--- src/rtl/obstacle_spawner.sv ---
// Multi-slot obstacle engine for the dino runner: scrolls NUM_OBS slots
// right-to-left, spawns on an LFSR-randomised gap and ramps scroll speed.
module obstacle_spawner #(
    parameter int          NUM_OBS        = 3,
    parameter int          X_WIDTH        = 10,
    parameter int          SPAWN_X        = 640,
    parameter int          MIN_GAP        = 160,
    parameter int          GAP_RANGE_BITS = 7,
    parameter int          VEL_INIT       = 4,
    parameter int          VEL_MAX        = 12,
    parameter int          RAMP_TICKS     = 256,
    parameter logic [15:0] LFSR_SEED      = 16'hACE1
) (
    input  logic                         clk,
    input  logic                         rst,
    input  logic                         enable,
    input  logic                         freeze,
    input  logic                         game_tick,
    output logic [NUM_OBS*X_WIDTH-1:0]   obstacle_x,
    output logic [NUM_OBS-1:0]           obstacle_active,
    output logic [2*NUM_OBS-1:0]         obstacle_type,
    output logic [3:0]                   velocity,
    output logic [3:0]                   passed_count
);

    localparam int GW = X_WIDTH + 1;
    localparam int RW = (RAMP_TICKS > 1) ? $clog2(RAMP_TICKS) : 1;
    localparam logic [15:0] SEED = (LFSR_SEED == 16'h0) ? 16'h0001 : LFSR_SEED;
    localparam logic [X_WIDTH-1:0] SPAWN_XV = X_WIDTH'(SPAWN_X);

    if (SPAWN_X >= (1 << X_WIDTH)) begin : g_chk_spawn
        $error("SPAWN_X does not fit in X_WIDTH");
    end
    if (MIN_GAP + (1 << GAP_RANGE_BITS) - 1 >= (1 << (X_WIDTH + 1))) begin : g_chk_gap
        $error("MIN_GAP plus random range overflows gap counter");
    end
    if (VEL_MAX > 15) begin : g_chk_vel
        $error("VEL_MAX exceeds 4-bit velocity");
    end

    logic [X_WIDTH-1:0] x_q   [NUM_OBS];
    logic [X_WIDTH-1:0] x_d   [NUM_OBS];
    logic [1:0]         typ_q [NUM_OBS];
    logic [1:0]         typ_d [NUM_OBS];
    logic [NUM_OBS-1:0] act_q, act_d;
    logic [NUM_OBS-1:0] free_oh;
    logic [3:0]         vel_q, vel_d;
    logic [3:0]         pass_q, pass_d;
    logic [GW-1:0]      gap_q, gap_d;
    logic [RW-1:0]      ramp_q, ramp_d;
    logic [15:0]        lfsr_q, lfsr_d;
    logic [X_WIDTH-1:0] vel_x;
    logic [GW-1:0]      vel_g;
    logic               tick;
    logic               taken;

    assign tick  = game_tick & enable & ~freeze;
    assign vel_x = X_WIDTH'(vel_q);
    assign vel_g = GW'(vel_q);

    always_comb begin
        x_d     = x_q;
        typ_d   = typ_q;
        act_d   = act_q;
        vel_d   = vel_q;
        gap_d   = gap_q;
        ramp_d  = ramp_q;
        lfsr_d  = lfsr_q;
        pass_d  = '0;
        free_oh = '0;
        taken   = 1'b0;
        // Spawn target comes from the pre-tick vector, so a slot freed
        // this tick is only reusable from the next tick onwards.
        for (int i = 0; i < NUM_OBS; i++) begin
            free_oh[i] = ~act_q[i] & ~taken;
            taken      = taken | ~act_q[i];
        end
        if (tick) begin
            lfsr_d = {1'b0, lfsr_q[15:1]} ^ (lfsr_q[0] ? 16'hB400 : 16'h0000);
            for (int i = 0; i < NUM_OBS; i++) begin
                if (act_q[i]) begin
                    if (x_q[i] <= vel_x) begin
                        act_d[i] = 1'b0;
                        x_d[i]   = SPAWN_XV;
                        pass_d   = pass_d + 4'd1;
                    end else begin
                        x_d[i] = x_q[i] - vel_x;
                    end
                end
            end
            if (gap_q > vel_g) begin
                gap_d = gap_q - vel_g;
            end else if (|free_oh) begin
                gap_d = GW'(MIN_GAP) + GW'(lfsr_q[GAP_RANGE_BITS+1:2]);
                for (int i = 0; i < NUM_OBS; i++) begin
                    if (free_oh[i]) begin
                        act_d[i] = 1'b1;
                        x_d[i]   = SPAWN_XV;
                        typ_d[i] = lfsr_q[1:0];
                    end
                end
            end else begin
                gap_d = '0;
            end
            if (ramp_q == RW'(RAMP_TICKS - 1)) begin
                ramp_d = '0;
                vel_d  = (vel_q >= 4'(VEL_MAX)) ? 4'(VEL_MAX) : vel_q + 4'd1;
            end else begin
                ramp_d = ramp_q + RW'(1);
            end
        end
    end

    always_ff @(posedge clk or posedge rst) begin
        if (rst) begin
            for (int i = 0; i < NUM_OBS; i++) begin
                x_q[i]   <= SPAWN_XV;
                typ_q[i] <= 2'd0;
            end
            act_q  <= '0;
            vel_q  <= 4'(VEL_INIT);
            pass_q <= '0;
            gap_q  <= GW'(MIN_GAP);
            ramp_q <= '0;
            lfsr_q <= SEED;
        end else begin
            x_q    <= x_d;
            typ_q  <= typ_d;
            act_q  <= act_d;
            vel_q  <= vel_d;
            pass_q <= pass_d;
            gap_q  <= gap_d;
            ramp_q <= ramp_d;
            lfsr_q <= lfsr_d;
        end
    end

    for (genvar g = 0; g < NUM_OBS; g++) begin : g_pack
        assign obstacle_x[g*X_WIDTH +: X_WIDTH] = x_q[g];
        assign obstacle_type[2*g +: 2]          = typ_q[g];
    end

    assign obstacle_active = act_q;
    assign velocity        = vel_q;
    assign passed_count    = pass_q;

endmodule

--- config.mk ---
export PLATFORM = sky130hd
export DESIGN_NAME = obstacle_spawner
export DESIGN_NICKNAME = d
export VERILOG_FILES = /design/src/rtl/obstacle_spawner.sv
export SDC_FILE = /design/constraint.sdc
export NUM_CORES = 1
export LEC_CHECK = 0
export ABC_AREA = 1
export CAP_MARGIN = 20
export CORE_AREA = 2 2 99 101
export CTS_BUF_LIST = sky130_fd_sc_hd__clkbuf_8
export CTS_CLUSTER_DIAMETER = 40
export DETAILED_ROUTE_END_ITERATION = 10
export DIE_AREA = 0 0 101 103
export HOLD_SLACK_MARGIN = 0.02
export PLACE_DENSITY = 0.76
export SLEW_MARGIN = 20
export SYNTH_ARGS = -nofsm -noshare
export SYNTH_HDL_FRONTEND = slang
export SYNTH_SLANG_ARGS = --single-unit
--- constraint.sdc ---
create_clock -name clk -period 7.35 [get_ports clk]
set_input_delay 2.205 -clock clk [delete_from_list [all_inputs] [get_ports clk]]
set_output_delay 2.205 -clock clk [all_outputs]
set_load 0.05 [all_outputs]
==> flow_summary.yaml <==
timing:
  fin_crit_sh: 0.568
  clock.fmax_mhz: 239
  period_needed_ns: 4.18
  timing.final.max_slew_violations: 0
  relSlewSlack: 0.437
  finalHoldViolations: 0
  setup_viol: 0
  fin_hold_ws_ns: 0.483
  rsz0062_at_grt: "no"
  fin_skew_ns: 0.0198
  setup_tns_ns: 0
  worst_pin_slew_ns: 0.843
  setup_ws_ns: 3.17
critical_path:
  cp_slowest_cell: "clkdlybuf4s50_1"
  max_stage_delay_ns: 0.91
  crit_path_cell_trace: "clkdlybuf4s50_1"
  path_class: "reg2out"
  cp_max_fo: 15
  worst_setup_path_start_kind: "register"
  cp_top_family: "buffers and inverters"
  worst-path-buf-inv: 1
  required_ns: 5.14
  end_kind: "primary output"
  crit_arrival_ns: 1.97
cts:
  insertion_delay_ns: 0.37
  cts_setup_buffers: 0
  clk_path_buf_depth: 2
  path_clk_slew_ns: 0.09
  clkSinkCount: 81
  tritoncts: "yes"
  cts_hold_buf: 0
  post_cts_resized: 0
  htreeDepth: 3
  root_buffer: "clkbuf_8"
  numCtsBuffers: 9
place:
  dp_slack_ns: 3.08
  dp_hpwl_um: 7950
  io_buffers: 50
  place_congestion: 0.858
final_layout:
  synthToLayoutAreaGrowth_pct: 15.1
  multi_input_area_mm2: 0.00259
  drive_gt1_frac: 0.109
  fillers: 857
  final-seq-area_mm2: 0.00205
  layout.nets: 731
  diodes: 0
floorplan:
  num_io_pins: 52
  fp.dieH_um: 103
  core-area_mm2: 0.00946
  row_count: 36
  initial_utilization: 0.532
  die_area_mm2: 0.0104
  die_x_um: 101
power_and_ir_drop:
  p_per_area_mw_per_mm2: 430
  seqPwrFrac: 0.325
  leakage_nw: 2.82
  p_int_mw: 1.24
  power.clock.fraction: 0.128
  swShare: 0.504
  p_comb_frac: 0.548
  ir_worst_vdd_mv: 0.198
  power.switching_mw: 1.26
grt:
  grt_first_pass_wirelength_um: 19600
  grt_max_degree: 82
  grt.overflow.total: 0
  grt_pass1_vias: 4259
  grt_antenna_before_repair: 0
  grt_usage: 0.234
synth:
  netlist_top_cells_count: "nand2_1, inv_1, dfrtp_1"
  synth_top_area_cell: "dfrtp_1"
  syn_area_mm2: 0.00503
  ys_ff_latch: 81
  synthCells: 653
  synth_edf_count: 0
  synthArstFlopShare: 1.00
  synth_area_leaders: "dfrtp_1, nand2_1, dfstp_2"
  synthFlopType: "dfrtp_1"
  yosysUniqueCellTypes: 44
  avgSynthCellArea_um2: 7.71
  synth_top_area_share: 0.318
  synth_most_common_cell: "nand2_1"
  ys_seq_area_frac: 0.407
  yosysWarningCount: 0
  synth_fp_nets: 683
route:
  drc: 0
  vias: 4441
  ant_nets: 0
  wirelength_um: 11400
  drtIter0Drc: 220
  avgViaCountPerCell: 5.42
  firstDrtPassIters: 5
  routedWlPerCell_um: 14.0
status:
  outcome: "finished clean"
hold_path:
  hp-class: "reg2reg"
flow_run:
  max-cap-violations: 0
==> stage by stage <==
stage	area (um^2)	cells	utilization	power [mW]
floorplan	5030	653	-	1.81
global placement	5600	804	0.592	2.12
detailed placement	5600	804	0.592	2.17
CTS	5790	820	0.612	2.49
global route	5800	820	0.613	2.69
finish	5800	820	0.613	2.49
==> power by group through the flow <==
stage	logic (mW)	clock network (mW)	registers (mW)
finish	1.37	0.319	0.810
global route	1.51	0.342	0.836
CTS	1.37	0.321	0.807
detailed placement	1.36	0	0.812
global placement	1.32	0	0.806
floorplan	0.730	0	1.08
==> cells by family after synthesis <==
group                      count (synthesis)  share of synthesized area
AOI/OAI and AO/OA                         83                     0.0989
other                                      1                   0.000745
buffers and inverters                     97                     0.0798
and+or+nand+nor                          345                      0.309
adders and majority gates                 25                     0.0681
xor gates and xnor gates                  21                     0.0365
DFF                                       81                      0.407
==> layout by cell type (no fill, tap or decap), drive strengths merged, types with 2 or more instances in the layout <==
cell type and n:
o211ai 4, xor2 11, xnor2 10, ha 21, nand3 53, nand2 187, a21oi 20, buf 2
o22ai 6, or2 5, nand3b 7, dfstp 17, a31oi 4, clkinv 3, inv 83, nor2 67
clkbuf 10, a31o 2, nor3 10, nand4 14, fa 4, dfrtp 64, clkinvlp 2, clkdlybuf4s50 50
o21ai 45
==> final cells by class <==
type,count,area share
tap,114,0.0246
clock inverter,6,0.00864
clock buffer,10,0.0237
sequential,81,0.353
inverter,82,0.0533
timing repair buffer,52,0.0896
multi-input combinational,475,0.447
==> routing by layer <==
layer  vias to the layer above  routed length (um)  track usage  share of wire
met4                         0                 134       0.0613          0.012
met2                       127                5670        0.396           0.50
met5                         -                   0            0              0
li1                       2197                   -            -              -
met3                        16                 538       0.0285          0.047
met1                      2101                5110        0.320           0.45
==> state kept, by name (all words and copies together) (netlist names) <==
name	cells
passed_count	3
obstacle_type	6
obstacle_x	30
gap_q	11
obstacle_active	3
lfsr_q	16
ramp_q	8
velocity	4
==> path summary, 6_finish.rpt <==
kind                                     from  cells past startpoint  slack [ns]                  to
hold reg to reg                     lfsr_q[7]                      2        0.48           lfsr_q[7]
setup reg to reg                  velocity[0]                     14        4.49     passed_count[1]
setup / recovery           obstacle_active[1]                      1        3.17  obstacle_active[1]
max in group asynchronous                 rst                      3        4.49  obstacle_active[1]
hold / removal                      lfsr_q[7]                      2        0.48           lfsr_q[7]
min in group asynchronous                 rst                      3        2.35      obstacle_x[18]
(Power assumes the default switching activity.)
